--- src/rtl/sort_pkg.sv ---
// rtl/sort_pkg.sv - shared types and sizing helpers for the character sorter
package sort_pkg;

  localparam int DEF_N_CHARS = 4;
  localparam int DEF_CHAR_W  = 8;

  typedef enum logic [1:0] {
    S_IDLE = 2'd0,
    S_SORT = 2'd1,
    S_DONE = 2'd2
  } state_t;

  // Width needed to hold the worst-case swap count N*(N-1)/2
  function automatic int swc_w(input int n);
    return $clog2(n * (n - 1) / 2 + 1);
  endfunction

endpackage

--- src/rtl/sort_if.sv ---
// rtl/sort_if.sv - word-in / sorted-word-out handshake bundle for the sorter
interface sort_if
  import sort_pkg::*;
#(
  parameter int N_CHARS = DEF_N_CHARS,
  parameter int CHAR_W  = DEF_CHAR_W
) ();

  localparam int SWC_W = swc_w(N_CHARS);

  logic                      in_valid;
  logic                      in_ready;
  logic [N_CHARS*CHAR_W-1:0] in_data;
  logic                      out_valid;
  logic                      out_ready;
  logic [N_CHARS*CHAR_W-1:0] out_data;
  logic                      busy;
  logic [SWC_W-1:0]          swap_count;

  modport master (
    output in_valid, in_data, out_ready,
    input  in_ready, out_valid, out_data, busy, swap_count
  );

  modport slave (
    input  in_valid, in_data, out_ready,
    output in_ready, out_valid, out_data, busy, swap_count
  );

endinterface

--- src/rtl/sort_cmp_swap.sv ---
// rtl/sort_cmp_swap.sv - single unsigned compare/swap step shared by every sort cycle
module sort_cmp_swap
  import sort_pkg::*;
#(
  parameter int CHAR_W = DEF_CHAR_W
) (
  input  logic [CHAR_W-1:0] a,
  input  logic [CHAR_W-1:0] b,
  output logic              gt,
  output logic [CHAR_W-1:0] lo,
  output logic [CHAR_W-1:0] hi
);

  // Strict compare: equal characters are never swapped, which keeps the sort stable
  assign gt = (a > b);
  assign lo = gt ? b : a;
  assign hi = gt ? a : b;

endmodule

--- src/rtl/sort_controller.sv ---
// rtl/sort_controller.sv - insertion-sort sequencer: accept word, sort one compare per cycle, return result
module sort_controller
  import sort_pkg::*;
#(
  parameter int N_CHARS = DEF_N_CHARS,
  parameter int CHAR_W  = DEF_CHAR_W
) (
  input  logic   clk,
  input  logic   rst,
  sort_if.slave  bus
);

  localparam int IW    = (N_CHARS > 2) ? $clog2(N_CHARS) : 1;
  localparam int SWC_W = swc_w(N_CHARS);

  typedef logic [IW-1:0] idx_t;
  localparam idx_t ONE  = idx_t'(1);
  localparam idx_t LAST = idx_t'(N_CHARS - 1);

  state_t            state, state_nxt;
  logic [CHAR_W-1:0] lanes [N_CHARS];
  idx_t              i, j;
  logic [SWC_W-1:0]  swc;
  logic              out_valid_q;

  logic [CHAR_W-1:0] cmp_a, cmp_b, lo, hi;
  logic              gt, pass_end, accept, deliver;

  assign cmp_a    = lanes[j - ONE];
  assign cmp_b    = lanes[j];
  assign pass_end = !gt || (j == ONE);
  assign accept   = (state == S_IDLE) && bus.in_valid;
  assign deliver  = (state == S_DONE) && out_valid_q && bus.out_ready;

  sort_cmp_swap #(.CHAR_W(CHAR_W)) u_cmp (
    .a  (cmp_a),
    .b  (cmp_b),
    .gt (gt),
    .lo (lo),
    .hi (hi)
  );

  always_ff @(posedge clk) begin
    if (rst) begin
      state <= S_IDLE;
    end else begin
      state <= state_nxt;
    end
  end

  always_comb begin
    state_nxt = state;
    case (state)
      S_IDLE:  if (accept) state_nxt = S_SORT;
      S_SORT:  if (pass_end && (i == LAST)) state_nxt = S_DONE;
      S_DONE:  if (deliver) state_nxt = S_IDLE;
      default: state_nxt = S_IDLE;
    endcase
  end

  always_ff @(posedge clk) begin
    if (rst) begin
      for (int k = 0; k < N_CHARS; k++) lanes[k] <= '0;
      i           <= ONE;
      j           <= ONE;
      swc         <= '0;
      out_valid_q <= 1'b0;
    end else begin
      // Registered valid: the result is presented one cycle after the last compare lands
      out_valid_q <= (state == S_DONE) && !deliver;
      if (accept) begin
        for (int k = 0; k < N_CHARS; k++)
          lanes[k] <= bus.in_data[(N_CHARS-1-k)*CHAR_W +: CHAR_W];
        i   <= ONE;
        j   <= ONE;
        swc <= '0;
      end else if (state == S_SORT) begin
        if (gt) begin
          lanes[j - ONE] <= lo;
          lanes[j]       <= hi;
          swc            <= swc + SWC_W'(1);
        end
        if (pass_end) begin
          if (i != LAST) begin
            i <= i + ONE;
            j <= i + ONE;
          end
        end else begin
          j <= j - ONE;
        end
      end
    end
  end

  always_comb begin
    bus.out_data = '0;
    for (int k = 0; k < N_CHARS; k++)
      bus.out_data[(N_CHARS-1-k)*CHAR_W +: CHAR_W] = lanes[k];
  end

  assign bus.in_ready   = (state == S_IDLE);
  assign bus.busy       = (state == S_SORT);
  assign bus.out_valid  = out_valid_q;
  assign bus.swap_count = swc;

endmodule

--- src/flat_wrapper.sv ---
// flat-port wrapper written by rule: the top's interface ports become plain ports
module sort_controller_flat import sort_pkg::*;
#(
  parameter int N_CHARS = DEF_N_CHARS,
  parameter int CHAR_W  = DEF_CHAR_W
)
  (clk, rst, bus_in_valid, bus_in_data, bus_out_ready, bus_in_ready, bus_out_valid, bus_out_data, bus_busy, bus_swap_count);
  sort_if #(.N_CHARS(N_CHARS), .CHAR_W(CHAR_W)) bus_i ();
  input  logic clk;
  input  logic rst;
  input wire logic [$bits(bus_i.in_valid)-1:0] bus_in_valid;
  input wire logic [$bits(bus_i.in_data)-1:0] bus_in_data;
  input wire logic [$bits(bus_i.out_ready)-1:0] bus_out_ready;
  output wire logic [$bits(bus_i.in_ready)-1:0] bus_in_ready;
  output wire logic [$bits(bus_i.out_valid)-1:0] bus_out_valid;
  output wire logic [$bits(bus_i.out_data)-1:0] bus_out_data;
  output wire logic [$bits(bus_i.busy)-1:0] bus_busy;
  output wire logic [$bits(bus_i.swap_count)-1:0] bus_swap_count;
  assign bus_i.in_valid = bus_in_valid;
  assign bus_i.in_data = bus_in_data;
  assign bus_i.out_ready = bus_out_ready;
  assign bus_in_ready = bus_i.in_ready;
  assign bus_out_valid = bus_i.out_valid;
  assign bus_out_data = bus_i.out_data;
  assign bus_busy = bus_i.busy;
  assign bus_swap_count = bus_i.swap_count;
  sort_controller #(.N_CHARS(N_CHARS), .CHAR_W(CHAR_W)) u_core (.clk(clk), .rst(rst), .bus(bus_i));
endmodule
--- config.mk ---
export PLATFORM = sky130hd
export DESIGN_NAME = sort_controller_flat
export DESIGN_NICKNAME = d
export VERILOG_FILES = /design/src/rtl/sort_pkg.sv /design/src/rtl/sort_if.sv /design/src/rtl/sort_cmp_swap.sv /design/src/rtl/sort_controller.sv /design/src/flat_wrapper.sv
export SDC_FILE = /design/constraint.sdc
export NUM_CORES = 1
export LEC_CHECK = 0
export CORE_AREA = 10 10 92 94
export DETAILED_ROUTE_END_ITERATION = 8
export DIE_AREA = 0 0 102 104
export GPL_ROUTABILITY_DRIVEN = 0
export GPL_TIMING_DRIVEN = 0
export PLACE_DENSITY = 0.78
export SLEW_MARGIN = 10
export SYNTH_ARGS = -nofsm -noshare
export SYNTH_HDL_FRONTEND = slang
export SYNTH_SLANG_ARGS = --single-unit
--- constraint.sdc ---
create_clock -name clk -period 3.87 [get_ports clk]
set_input_delay 0.774 -clock clk [delete_from_list [all_inputs] [get_ports clk]]
set_output_delay 0.774 -clock clk [all_outputs]
set_load 0.005 [all_outputs]
# After elaboration in Yosys (flattened, before gate mapping)
# Memory sizes are Yosys's and may differ from the RTL's. A register that Yosys moved wholly into a read port is not among the register bits.
# Cells that the tools add are included.
[op_classes]
n_addsub = 3
muxes = 30
reduce_logical = 16
order_cmp = 1
eq_ne = 9
bitwise_logic = 4
[ops]
columns = ["op", "count"]
rows = [
  ["$mux 8", 8],
  ["$mux 2", 9],
  ["$reduce_or 8->1", 2],
  ["$mux 1", 12],
  ["$gt 8x8->1", 1],
  ["$ne 2x1->1 const B", 3],
  ["$pmux 2 s3", 1],
  ["$reduce_and 3->1", 2],
  ["$logic_and 1x1->1", 5],
  ["$eq 2x1->1 const B", 2],
  ["$eq 2x2->1 const B", 2],
  ["$ne 2x2->1 const B", 2],
  ["$or 1x1->1", 4],
  ["$reduce_and 2->1", 2],
  ["$add 3x1->3 const B", 1],
  ["$add 2x1->2 const B", 1],
  ["$logic_not 1->1", 2],
  ["$logic_not 2->1", 1],
  ["$reduce_or 2->1", 1],
  ["$sub 2x1->2 const B", 1],
  ["$logic_or 1x1->1", 1],
]
[totals]
output_inout_bits = 38
mem_count = 1
ramBits = 32
in_bits = 36
ff_bits = 10
[mem_list]
columns = ["name", "depth", "width", "read_ports", "rd_ports_with_merged_regs", "wr", "line", "source"]
rows = [
  ["u_core.lanes", 4, 8, 6, 1, 4, "sort_controller.sv:21", "logic [CHAR_W-1:0] lanes [N_CHARS];"],
]

# Longest topological paths before layout
# An unclocked memory read counts as a cell.
[depth]
ltp_word = 10
depth_mapped = 14
mapped_depth_nobuf = 11

# By module
# A second synthesis with hierarchy kept.
[hier_totals]
cells_unflattened = 358
area_unflattened_um2 = 3482.1
[modules_own_cells]
columns = ["module", "n_inst", "area_each_um2", "seq_area_each_um2", "cells_each"]
rows = [
  ["sort_controller", 1, 2751.4, 1201.2, 271],
  ["sort_cmp_swap", 1, 730.7, 0.0, 87],
]

# Worst setup path after synthesis
# No wires, ideal clock.
[synth_timing]
path_type = "reg2reg"
start = "register u_core.j[0]"
end = "memory u_core.lanes[0][0] (netlist bit), enable pin"
arrival_time_ps = 3250
required_time_ps = 3496
slack_ps = 246
setup_ps = 374
path_stages_with_launch = 13
path_cell_list = "dfxtp_1 buf_2 inv_1 ha_1 buf_2 mux4_2 ha_1 nand4_1 nand2b_1 a21oi_2 o21ai_2 buf_2 o21ai_1"
[synth_rtl]
columns = ["element", "line", "source"]
rows = [
  ["start: declaration", "sort_controller.sv:22", "idx_t i, j;"],
  ["start signal: assignment", "sort_controller.sv:86", "j <= i + ONE;"],
  ["start signal: assignment", "sort_controller.sv:89", "j <= j - ONE;"],
  ["end: declaration", "sort_controller.sv:21", ""],
]

==> results.toml <==
[run_status]
status = "completed"

[clocking]
clock_sinks = 44
cts_hold_buf = 0
cts_root_buf = "clkbuf_8"
cts_tree = "done"
clk_pin_slew_ps = 80
htree_levels = 2
clock_path_buffers = 2
clk_latency_ps = 300
cts_buffers = 5

[route]
vias_per_cell = 6.29
wirelength_um = 10300
avgRoutedWirePerCell_um = 22.7
first_pass_iters = 5
initialDrtViolationCount = 340
via_count = 2839
drtAntennaViolNets = 0
drcViolationCount = 0

[run]
cap_viol_max_count = 0

[yosys]
yosysWarnings = 0
ys_types = 33
synth-async-reset-ratio_pct = 0
synth_edf_count = 32
synth_seq_cells = 44
synth.yosys.seq_area_share_pct = 41.2
synthCells = 282
ys.flop_type = "edfxtp_1"
avgSynthCellArea_um2 = 10.3
syn-num-nets = 334
synth_area_um2 = 2920

[timing]
fin_crit_sh_pct = 99.2
tightestPinTransition_ps = 975
fmax_ghz = 0.260
rsz0062_at_grt = "yes"
setup-violations-final = 0
tns_ps = 0
hold_viol_final = 0
fin_skew_ps = 4.47
min_period_ps = 3840
slew_headroom_pct = 35.0
drv_slew = 0

[finish]
diodes = 0
final-seq-area_um2 = 1200
layout-drive-gt1-share_pct = 14.0
syn_to_final_growth_pct = 36.9
fin_util_pct = 59.8
final_cell_count_no_fill = 451
multi_input_comb_area_um2 = 1620
nets = 422
nFillCells = 556
postLayoutCellArea_um2 = 3990

[place]
post_dp_cell_area_um2 = 3750
hpwl_um = 6950
place.port_buffers = 73
dp.cells = 435

[setup_path]
worstSetupPathType = "reg -> reg"
required_ps = 3940
regToRegSetupSlack_ps = 30
end_kind = "flip-flop"
start_kind = "flip-flop"
crit_fanout = 10
arrival_ps = 3910

[worst_hold_path]
hp-class = "reg -> reg"

[floorplan]
coreArea_um2 = 6680
chipHeight_um = 104
io_pins = 74
start_util_pct = 43.7
rows = 30
die_w_um = 102
die-area_um2 = 10600

[pwr]
power.density_nw_per_um2 = 590
vdd_drop_max_mv = 0.289
power_leakage_nw = 1.51

[global_routing]
grt_pass1_vias = 2912
antenna_found_initial = 0
global_route.usage.total_pct = 18.9
overflow = 0
grt_max_degree = 13
grt_pass1_wl_um = 15800
-- state kept, by name, indices dropped and copies added (netlist names), named ones only --
name	flops
u_core.lanes	32
u_core.bus.swap_count	3
u_core.i	2
u_core.j	2
u_core.state	2
u_core.bus.out_valid	1
-- logic make-up (layout without fill, tap and decap cells) --
family / count (synthesis) / count (layout) / synth area share [%]
flip-flops: 44 / 44 / 41.2
buffers and inverters: 38 / 127 / 5.62
XOR/XNOR: 2 / 2 / 0.601
AND/OR/NAND/NOR: 43 / 43 / 6.61
adder cells (fa/ha/maj): 16 / 16 / 6.86
multiplexers: 17 / 17 / 12.7
AO/OA/AOI/OAI: 122 / 122 / 26.4
-- worst max-delay path, cell delays in order (launching register included) --
cell and delay, ps:
dfxtp_2 400, buf_6 210, inv_1 130, ha_1 300
buf_4 210, mux4_2 580, ha_1 350, nand4_1 170
nor2_1 250, nor2_2 130, o21ai_4 270, buf_4 320
o21ai_4 80, buf_4 210
-- synthesized netlist by cell type (all sizes together) (3+ instances only) --
cell | instances | area share, %
a21oi | 72 | 12
a2bb2oi | 32 | 9.6
edfxtp | 32 | 33
nor2 | 26 | 3.3
ha | 16 | 6.9
mux4 | 16 | 12
clkbuf | 13 | 1.7
inv | 13 | 1.7
buf | 12 | 2.3
dfxtp | 12 | 8.2
o21ai | 7 | 1.3
nand2 | 4 | 0.51
nand2b | 4 | 0.86
o211ai | 4 | 1.2
nand3 | 3 | 0.51
o31ai | 3 | 0.77
-- final timing paths --
kind                             startpoint                 end  cells after the start
worst max-delay path            u_core.j[0]  u_core.lanes[3][5]                     13
worst min-delay path            u_core.i[1]         u_core.i[1]                      2
worst max register to register  u_core.j[0]  u_core.lanes[3][5]                     13
worst min register to register  u_core.i[1]         u_core.i[1]                      2
-- cells in the final DEF, fill, tap and decap left out, types with 13 or more instances in the layout --
cell type / Yosys / layout
buf_4: 1 / 13
ha_1: 16 / 16
clkdlybuf4s50_1: 0 / 73
nor2_1: 26 / 21
a2bb2oi_1: 32 / 32
edfxtp_1: 32 / 32
mux4_2: 16 / 16
a21oi_1: 71 / 71
inv_1: 13 / 13
clkbuf_1: 13 / 15
-- per-stage QoR --
step | power (mW) | hold slack [ps] | setup slack, ps
after floorplan | 1.50 | 450 | 246
after global placement | 1.91 | 460 | -638
after detailed placement | 1.93 | 473 | -737
after CTS | 2.28 | 488 | 25.5
after global routing | 2.49 | 529 | -47.6
final | 2.36 | 482 | 30.1
-- final cells by class --
| class | instances | share of cell area [%] |
|---|---|---|
| multi-input cells | 200 | 40.7 |
| flip-flops and latches | 44 | 30.1 |
| repair buffers | 81 | 20.1 |
| plain buffers | 25 | 3.35 |
| well taps | 80 | 2.51 |
| clock buffers | 7 | 1.91 |
| inverters | 13 | 1.22 |
| clock inverters | 1 | 0.0940 |
-- per-layer routing --
layer | vias to the layer above | part of all wire (%) | GRT usage (%)
met5 | - | 0 | 0
met4 | 0 | 2.9 | 7.16
met3 | 37 | 13 | 5.91
met2 | 220 | 47 | 29.4
met1 | 1323 | 38 | 23.8
li1 | 1259 | - | -
-- power by group --
group / total, mW / switching, mW / internal (mW)
clock: 0.283 / 0.158 / 0.126
sequential: 0.687 / 0.0662 / 0.621
combinational: 1.39 / 0.743 / 0.644
total: 2.36 / 0.967 / 1.39
-- repair_timing --
item,4_1_cts,5_1_grt
endpoints found under the setup margin,61,62
buffers inserted,8,0
gates resized for setup,14,9
pin swaps,4,0
Note: power is estimated with default switching activity, not from simulation.
